<file path="src/rtl/arb_pkg.sv">
// rtl/arb_pkg.sv - shared state encodings and bus widths for the DMA bus arbiter
package arb_pkg;

    localparam int ARB_AW = 16;
    localparam int ARB_DW = 8;

    typedef enum logic [1:0] {
        IDLE    = 2'd0,
        WAIT_RD = 2'd1,
        DMA     = 2'd2,
        TURN    = 2'd3
    } arb_state_t;

endpackage

</file>
<file path="src/rtl/arb_sat_counter.sv">
// rtl/arb_sat_counter.sv - clearable saturating up-counter
module arb_sat_counter #(
    parameter int W   = 4,
    parameter int MAX = 8
) (
    input  logic         clk,
    input  logic         RES_L,
    input  logic         clr,
    input  logic         inc,
    output logic [W-1:0] cnt
);

    always_ff @(posedge clk or negedge RES_L) begin
        if (!RES_L) begin
            cnt <= '0;
        end else if (clr) begin
            cnt <= '0;
        end else if (inc && (cnt != W'(MAX))) begin
            cnt <= cnt + W'(1);
        end
    end

endmodule

</file>
<file path="src/rtl/dma_bus_arbiter.sv">
// rtl/dma_bus_arbiter.sv - shares the memory bus between the CPU and a DMA fetcher by halting CPU reads
module dma_bus_arbiter
    import arb_pkg::*;
#(
    parameter int AW          = ARB_AW,
    parameter int DW          = ARB_DW,
    parameter int MAX_BURST   = 48,
    parameter int WRITE_LIMIT = 3
) (
    input  logic          clk,
    input  logic          RES_L,
    input  logic          cyc_en,
    input  logic [AW-1:0] cpu_addr,
    input  logic [DW-1:0] cpu_dout,
    input  logic          cpu_RW,
    output logic          HALT,
    input  logic          dma_req,
    input  logic [AW-1:0] dma_addr,
    output logic          dma_ack,
    output logic [DW-1:0] dma_data,
    output logic          dma_dvalid,
    output logic [AW-1:0] mem_addr,
    output logic          mem_we,
    output logic [DW-1:0] mem_din,
    input  logic [DW-1:0] mem_dout,
    output logic [DW-1:0] cpu_din,
    output logic          bus_owner,
    output logic          arb_err
);

    localparam int BW = $clog2(MAX_BURST + 1);
    localparam int WW = $clog2(WRITE_LIMIT + 2);

    arb_state_t    state;
    logic [BW-1:0] burst_cnt;
    logic [WW-1:0] wr_cnt;
    logic [AW-1:0] dma_addr_q;
    logic          grant;
    logic          burst_clr;
    logic          wr_inc;
    logic          wr_clr;

    // grant: this strobe hands the following bus cycle to the DMA requester
    always_comb begin
        grant = 1'b0;
        if (cyc_en && dma_req) begin
            if (state == WAIT_RD) begin
                grant = cpu_RW;
            end else if (state == DMA) begin
                grant = (burst_cnt != BW'(MAX_BURST));
            end
        end
    end

    assign burst_clr = cyc_en && ((state == TURN) || (state == IDLE));
    assign wr_inc    = cyc_en && (state == WAIT_RD) && dma_req && !cpu_RW;
    assign wr_clr    = cyc_en && (state != WAIT_RD);

    arb_sat_counter #(.W(BW), .MAX(MAX_BURST)) u_burst_cnt (
        .clk   (clk),
        .RES_L (RES_L),
        .clr   (burst_clr),
        .inc   (grant),
        .cnt   (burst_cnt)
    );

    arb_sat_counter #(.W(WW), .MAX(WRITE_LIMIT + 1)) u_wr_cnt (
        .clk   (clk),
        .RES_L (RES_L),
        .clr   (wr_clr),
        .inc   (wr_inc),
        .cnt   (wr_cnt)
    );

    always_ff @(posedge clk or negedge RES_L) begin
        if (!RES_L) begin
            state      <= IDLE;
            HALT       <= 1'b0;
            bus_owner  <= 1'b0;
            dma_ack    <= 1'b0;
            dma_dvalid <= 1'b0;
            dma_data   <= '0;
            dma_addr_q <= '0;
            arb_err    <= 1'b0;
        end else begin
            dma_ack    <= grant;
            // every DMA bus cycle was acked, so its byte is captured on the strobe that ends it
            dma_dvalid <= cyc_en && (state == DMA);
            if (cyc_en && (state == DMA)) begin
                dma_data <= mem_dout;
            end
            if (grant) begin
                dma_addr_q <= dma_addr;
            end
            if (cyc_en) begin
                case (state)
                    IDLE: begin
                        if (dma_req) begin
                            state <= WAIT_RD;
                            HALT  <= 1'b1;
                        end
                    end
                    WAIT_RD: begin
                        if (!dma_req) begin
                            state <= IDLE;
                            HALT  <= 1'b0;
                        end else if (cpu_RW) begin
                            state     <= DMA;
                            bus_owner <= 1'b1;
                        end else if (wr_cnt >= WW'(WRITE_LIMIT)) begin
                            arb_err <= 1'b1;
                        end
                    end
                    DMA: begin
                        if (!grant) begin
                            state     <= TURN;
                            HALT      <= 1'b0;
                            bus_owner <= 1'b0;
                        end
                    end
                    TURN: begin
                        state <= IDLE;
                    end
                    default: begin
                        state <= IDLE;
                    end
                endcase
            end
        end
    end

    assign mem_addr = bus_owner ? dma_addr_q : cpu_addr;
    assign mem_we   = RES_L && !bus_owner && !cpu_RW;
    assign mem_din  = cpu_dout;
    assign cpu_din  = mem_dout;

endmodule

</file>
<file path="config.mk">
export PLATFORM = sky130hd
export DESIGN_NAME = dma_bus_arbiter
export DESIGN_NICKNAME = d
export VERILOG_FILES = /design/src/rtl/arb_pkg.sv /design/src/rtl/arb_sat_counter.sv /design/src/rtl/dma_bus_arbiter.sv
export SDC_FILE = /design/constraint.sdc
export NUM_CORES = 1
export LEC_CHECK = 0
export CELL_PAD_IN_SITES_DETAIL_PLACEMENT = 1
export CELL_PAD_IN_SITES_GLOBAL_PLACEMENT = 2
export CORE_UTILIZATION = 26
export CTS_CLUSTER_SIZE = 24
export DETAILED_ROUTE_END_ITERATION = 6
export PLACE_DENSITY = 0.81
export SETUP_SLACK_MARGIN = 0.15
export SLEW_MARGIN = 10
export SYNTH_ARGS = -nofsm -noshare
export SYNTH_HDL_FRONTEND = slang
export SYNTH_HIERARCHICAL = 1
export SYNTH_SLANG_ARGS = --single-unit
</file>
<file path="constraint.sdc">
create_clock -name clk -period 3.3 [get_ports clk]
set_clock_uncertainty 0.15 [all_clocks]
set_input_delay 0.99 -clock clk [delete_from_list [all_inputs] [get_ports clk]]
set_output_delay 0.99 -clock clk [all_outputs]
set_load 0.02 [all_outputs]
</file>
==> flow_summary.yaml, run 1 <==
run_status:
  status: "completed"
placement:
  dpl.cell_count: 357
  place.gp.congestion: 0.773
  hpwl_um: 3950
  place_ws_ns: -0.145
  portBuffers: 82
min_path:
  min_path_type: "flop to flop"
synth:
  synth_cells: 185
  syn_area_um2: 2280
  synth_area_per_cell_um2: 12.3
  synth_warnings: 6
  synth_cell_types: 42
  syn-num-nets: 246
  synth_seq_area_share_pct: 44.0
  ys_seq_elements: 40
sta:
  slew_headroom_pct: 64.9
  holdWs_ns: 0.319
  post-route-min-period_ns: 3.11
  period_share_pct: 94.3
  fin_ws_ns: 0.190
  rsz0062_at_grt: "no"
  setup_viol: 0
  tightestPinTransition_ns: 0.527
  slew_viol_final: 0
  finalHoldViolCount: 0
  max_freq_mhz: 322
  timing.setup.tns_ns: 0
clock_network:
  clkTransAtPathRegs_ns: 0.09
  root_buffer: "clkbuf_8"
  cts_tree: "done"
  worstSkewPairLatency_ns: 0.30
  htree_levels: 2
  cts_hold_buf: 0
  cts_buffers: 5
  clockBufferDepth: 2
  cts_sinks: 40
worst_setup_path:
  critPathMaxStageDelay_ns: 0.41
  crit_start: "cpu_addr[8]"
  path_class: "primary input to primary output"
  cp-start-kind: "primary input"
  cp-end-kind: "primary output"
  rrSetupSlack_ns: 0.75
  critPathTopFamily: "buffers and inverters"
  r2r_cells: 8
  crit_fanout: 1
  worstSetupEndpoint: "mem_addr[8]"
  crit_path_cell_trace: "clkdlybuf4s50_1, mux2_2, dlygate4sd2_1"
  required_ns: 2.16
  arrival_ns: 1.97
  path_depth: 3
  cp.buffers_inverters: 2
  reg2reg_to: "u_burst_cnt/cnt[5]"
  slowest_stage: "clkdlybuf4s50_1"
route:
  drtAntennaViolNets: 0
  dr.pass1.iters: 4
  wl_um: 5260
  drcViolationCount: 0
  drtIter0Drc: 39
  viasPerCell: 4.59
  vias: 1677
  wl_per_cell_um: 14.4
grt:
  grt_pass1_vias: 1799
  grt_pass1_wl_um: 8780
  grt_max_degree: 41
  grt.overflow.total: 0
  grt_use_total_pct: 12.5
  antenna_found_initial: 0
final_layout:
  multi_input_area_um2: 1060
  finalNetCount: 320
  stdcell_count: 365
  nFillCells: 940
  ff_latch_area_um2: 1000
  drive_gt1_share_pct: 25.0
  diodes: 0
  layout_common_cells: "clkdlybuf4s50_1 (56), dfrtp_1 (39), mux2_2 (32)"
  mostFrequentLayoutCell: "clkdlybuf4s50_1"
  syn_to_final_growth_pct: 39.7
die:
  die_y_um: 95.6
  die_x_um: 95.6
  coreArea_um2: 8340
  num_rows: 33
  start_util_pct: 27.3
  die-area_um2: 9130
  pin_count: 99
job:
  cap_violations: 0
power_and_ir_drop:
  ir_drop_mv: 0.324
  power.density_nw_per_um2: 814
  power.total_mw: 2.59
  leakagePower_nw: 1.45
## kinds of logic (layout without fill, tap and decap cells)
| kind of cell | Yosys count | after routing | synth area share (%) |
|---|---|---|---|
| AOI/OAI and AO/OA | 18 | 18 | 6.60 |
| muxes | 46 | 46 | 24.2 |
| adders and majority gates | 8 | 8 | 4.40 |
| DFF | 40 | 40 | 44.0 |
| xor gates and xnor gates | 2 | 2 | 0.770 |
| buffers and inverters | 33 | 108 | 9.29 |
| and+or+nand+nor | 38 | 38 | 10.8 |
## registers in the layout, summed over array words and instances, names as in the netlist, named ones only
signal,count
dma_addr_q,16
bus_owner,1
dma_ack,1
arb_err,1
dma_dvalid,1
HALT,1
u_burst_cnt/cnt,6
u_wr_cnt/cnt,3
dma_data,8
state,1
## power by group
part	leakage (nW)	switching [mW]	total, mW	internal, mW
Clock	0.0552	0.175	0.399	0.225
Combinational	0.895	0.639	1.35	0.711
Sequential	0.499	0.154	0.838	0.684
Total	1.45	0.968	2.59	1.62
## cell type report
type,instances,area share (%)
flip-flops and latches,40,31.5
well taps,105,4.13
inverters,11,1.30
repair buffers,89,26.2
multi-input cells,112,33.5
clock buffers,6,2.28
clock inverters,2,1.10
## worst register-to-register path: cells and delay by family (launching register included)
kind | cells | cell delay (ns)
compound gates | 2 | 0.58
fa+ha+maj | 1 | 0.34
buf+inv | 2 | 0.33
flops | 1 | 0.39
simple gates | 3 | 0.69
## metal layers
layer,part of all wire (%),vias to the layer above,GRT usage [%]
li1,-,782,-
met1,43,838,15.7
met2,51,51,21.4
met3,4.6,6,3.27
met4,0.68,0,2.61
met5,0,-,0
## how the worst min path moves through the flow
stage,startpoint,cells after the start,slack [ns],to
2_1_floorplan,dma_addr_q[0],1,0.32,dma_addr_q[0]
3_3_place_gp,arb_err,1,0.29,arb_err
3_5_place_dp,arb_err,1,0.30,arb_err
4_1_cts,arb_err,1,0.32,arb_err
5_1_grt,arb_err,1,0.34,arb_err
6_report,arb_err,1,0.32,arb_err
## synthesized netlist by cell type (all sizes together)
| cell type | number | area share (%) |
|---|---|---|
| nand2b | 3 | 0.82 |
| a2111o | 1 | 0.49 |
| nand4 | 3 | 0.82 |
| buf | 20 | 7.1 |
| a211o | 1 | 0.38 |
| or4 | 1 | 0.33 |
| xor2 | 2 | 0.77 |
| mux2i | 4 | 1.8 |
| dfrtp | 40 | 44 |
| a2111oi | 1 | 0.66 |
| o21ai | 3 | 0.66 |
| nor4b | 1 | 0.38 |
| clkbuf | 2 | 0.33 |
| nand2 | 6 | 0.99 |
| nand3b | 1 | 0.33 |
| and4b | 1 | 0.44 |
| nor3 | 5 | 1.5 |
| a21o | 3 | 0.99 |
| nor2 | 6 | 0.99 |
| o311ai | 1 | 0.38 |
| a21boi | 1 | 0.82 |
| mux2 | 42 | 22 |
| nand4b | 2 | 0.77 |
| nor2b | 2 | 0.55 |
| nor3b | 2 | 1.2 |
| a311o | 1 | 0.49 |
| o31ai | 1 | 0.33 |
| and3 | 1 | 0.28 |
| o31a | 1 | 0.38 |
| or3 | 2 | 0.55 |
| ha | 8 | 4.4 |
| and3b | 1 | 0.38 |
| nor4bb | 1 | 0.44 |
| o211ai | 1 | 0.33 |
| a21oi | 3 | 0.66 |
| inv | 11 | 1.8 |
## repair_timing
item,CTS,global route
buffers inserted,0,0
resized for setup,26,3
endpoints found under the setup margin,25,1
## per-stage QoR
step                      utilization [%]  cell area (um2)
after floorplan                         -             2280
after global placement               37.2             3110
after detailed placement             37.2             3110
after CTS                            38.2             3180
after global routing                 38.1             3180
final                                38.1             3180
Note: power is estimated with default switching activity, not from simulation.
==> run 2: changes to the inputs <==
- TNS_END_PERCENT: not set -> 30
==> run 2 against run 1 <==
Hold slack about the same. First-iteration DRC count unchanged. Final cell count unchanged. Clock power about the same. Power about the same. Global-route usage unchanged. Setup slack unchanged. Highest routed layer unchanged. Critical endpoint unchanged. Via count unchanged. Design area increased by 0.20%. Die area unchanged. Sequential power about the same. Critical path type unchanged. Non-clock buffer count unchanged.
==> flow_summary.yaml, run 2 (synthesis results as in run 1) <==
die:
  pin_count: 99
  die_y_um: 95.6
  coreArea_um2: 8340
  die-area_um2: 9130
  start_util_pct: 27.3
  die_x_um: 95.6
  num_rows: 33
route:
  drcViolationCount: 0
  vias: 1677
  drtAntennaViolNets: 0
  wl_per_cell_um: 14.4
  wl_um: 5260
  dr.pass1.iters: 4
  viasPerCell: 4.59
  drtIter0Drc: 39
placement:
  place.gp.congestion: 0.773
  place_ws_ns: -0.145
  hpwl_um: 3950
  portBuffers: 82
  dpl.cell_count: 357
clock_network:
  worstSkewPairLatency_ns: 0.30
  cts_sinks: 40
  root_buffer: "clkbuf_8"
  clkTransAtPathRegs_ns: 0.09
  cts_tree: "done"
  htree_levels: 2
  cts_setup_buffers: 0
  clockBufferDepth: 2
  cts_buffers: 5
final_layout:
  drive_gt1_share_pct: 25.0
  mostFrequentLayoutCell: "clkdlybuf4s50_1"
  largestRegisters: "dma_addr_q (16), dma_data (8), u_burst_cnt/cnt (6)"
  layout_common_cells: "clkdlybuf4s50_1 (56), dfrtp_1 (39), mux2_2 (32)"
  fin_util_pct: 38.2
  syn_to_final_growth_pct: 40.0
  diodes: 0
  top_register: "dma_addr_q"
  largest_reg_flops: 16
  finalNetCount: 320
  stdcell_count: 365
sta:
  timing.setup.tns_ns: 0
  rsz0062_at_grt: "no"
  tightestPinTransition_ns: 0.527
  setup_viol: 0
  fin_ws_ns: 0.190
  finalHoldViolCount: 0
  max_freq_mhz: 322
  period_share_pct: 94.3
  post-route-min-period_ns: 3.11
  slew_viol_final: 0
  slew_headroom_pct: 64.9
power_and_ir_drop:
  power.density_nw_per_um2: 813
  power.total_mw: 2.59
  ir_drop_mv: 0.324
  leakagePower_nw: 1.45
min_path:
  min_path_type: "flop to flop"
worst_setup_path:
  cp-end-kind: "primary output"
  arrival_ns: 1.97
  cp-start-kind: "primary input"
  crit_fanout: 1
  required_ns: 2.16
  path_class: "primary input to primary output"
grt:
  grt_pass1_wl_um: 8780
  grt.overflow.total: 0
  antenna_found_initial: 0
  grt_use_total_pct: 12.5
  grt_max_degree: 41
  grt_pass1_vias: 1799
job:
  cap_violations: 0
run_status:
  status: "completed"
run 2: cell types whose count changed in the layout (fill, tap and decap cells not counted), sizes merged:
| cell | change |
|---|---|
| clkbuf | -1 |
| clkdlybuf4s15 | +1 |
run 2: power breakdown:
group          internal (mW)  total [mW]  switching [mW]
Clock                  0.225       0.399           0.175
Combinational          0.712        1.35           0.639
Sequential             0.684       0.838           0.154
Total                   1.62        2.59           0.968
run 2: stage by stage:
stage / area, um2 / hold slack [ns]
3_5_place_dp: 3110 / 0.302
5_1_grt: 3190 / 0.336
4_1_cts: 3190 / 0.322
2_1_floorplan: 2280 / 0.324
3_3_place_gp: 3110 / 0.294
6_report: 3190 / 0.319
run 2: cell type report:
type	count	area (um2)
fill	938	5150
multi-input combinational	112	1060
sequential	40	1000
timing repair buffer	89	840
tap	105	131
clock buffer	6	72.6
inverter	11	41.3
clock inverter	2	35.0
run 2: critical path: stages:
cell and delay (ns):
clkdlybuf4s50_1 0.41, mux2_2 0.25, dlygate4sd2_1 0.32
run 2: routing by layer:
metal	share of wire, %	wire, um	track usage (%)
met4	0.68	36	2.61
met1	44	2290	15.7
met2	51	2700	21.4
met3	4.6	241	3.27
met5	0	0	0
run 2: worst paths after layout:
path | slack (ns) | endpoint | from | cells past startpoint
worst max-delay path | 0.19 | mem_addr[8] | cpu_addr[8] | 3
worst min-delay path | 0.32 | arb_err | arb_err | 1
worst max register to register | 0.75 | u_burst_cnt/cnt[5] | flop | 8
worst min register to register | 0.32 | arb_err | arb_err | 1
max in group asynchronous | 1.98 | bus_owner | RES_L | 2
min in group asynchronous | 0.64 | u_burst_cnt/cnt[0] | RES_L | 2
run 2: what timing repair did:
item / 4_1_cts / 5_1_grt
gates resized for setup: 29 / 0
endpoints found under the setup margin: 25 / 0
endpoints found under the hold margin: 0 / 0
hold buffers: 0 / 0
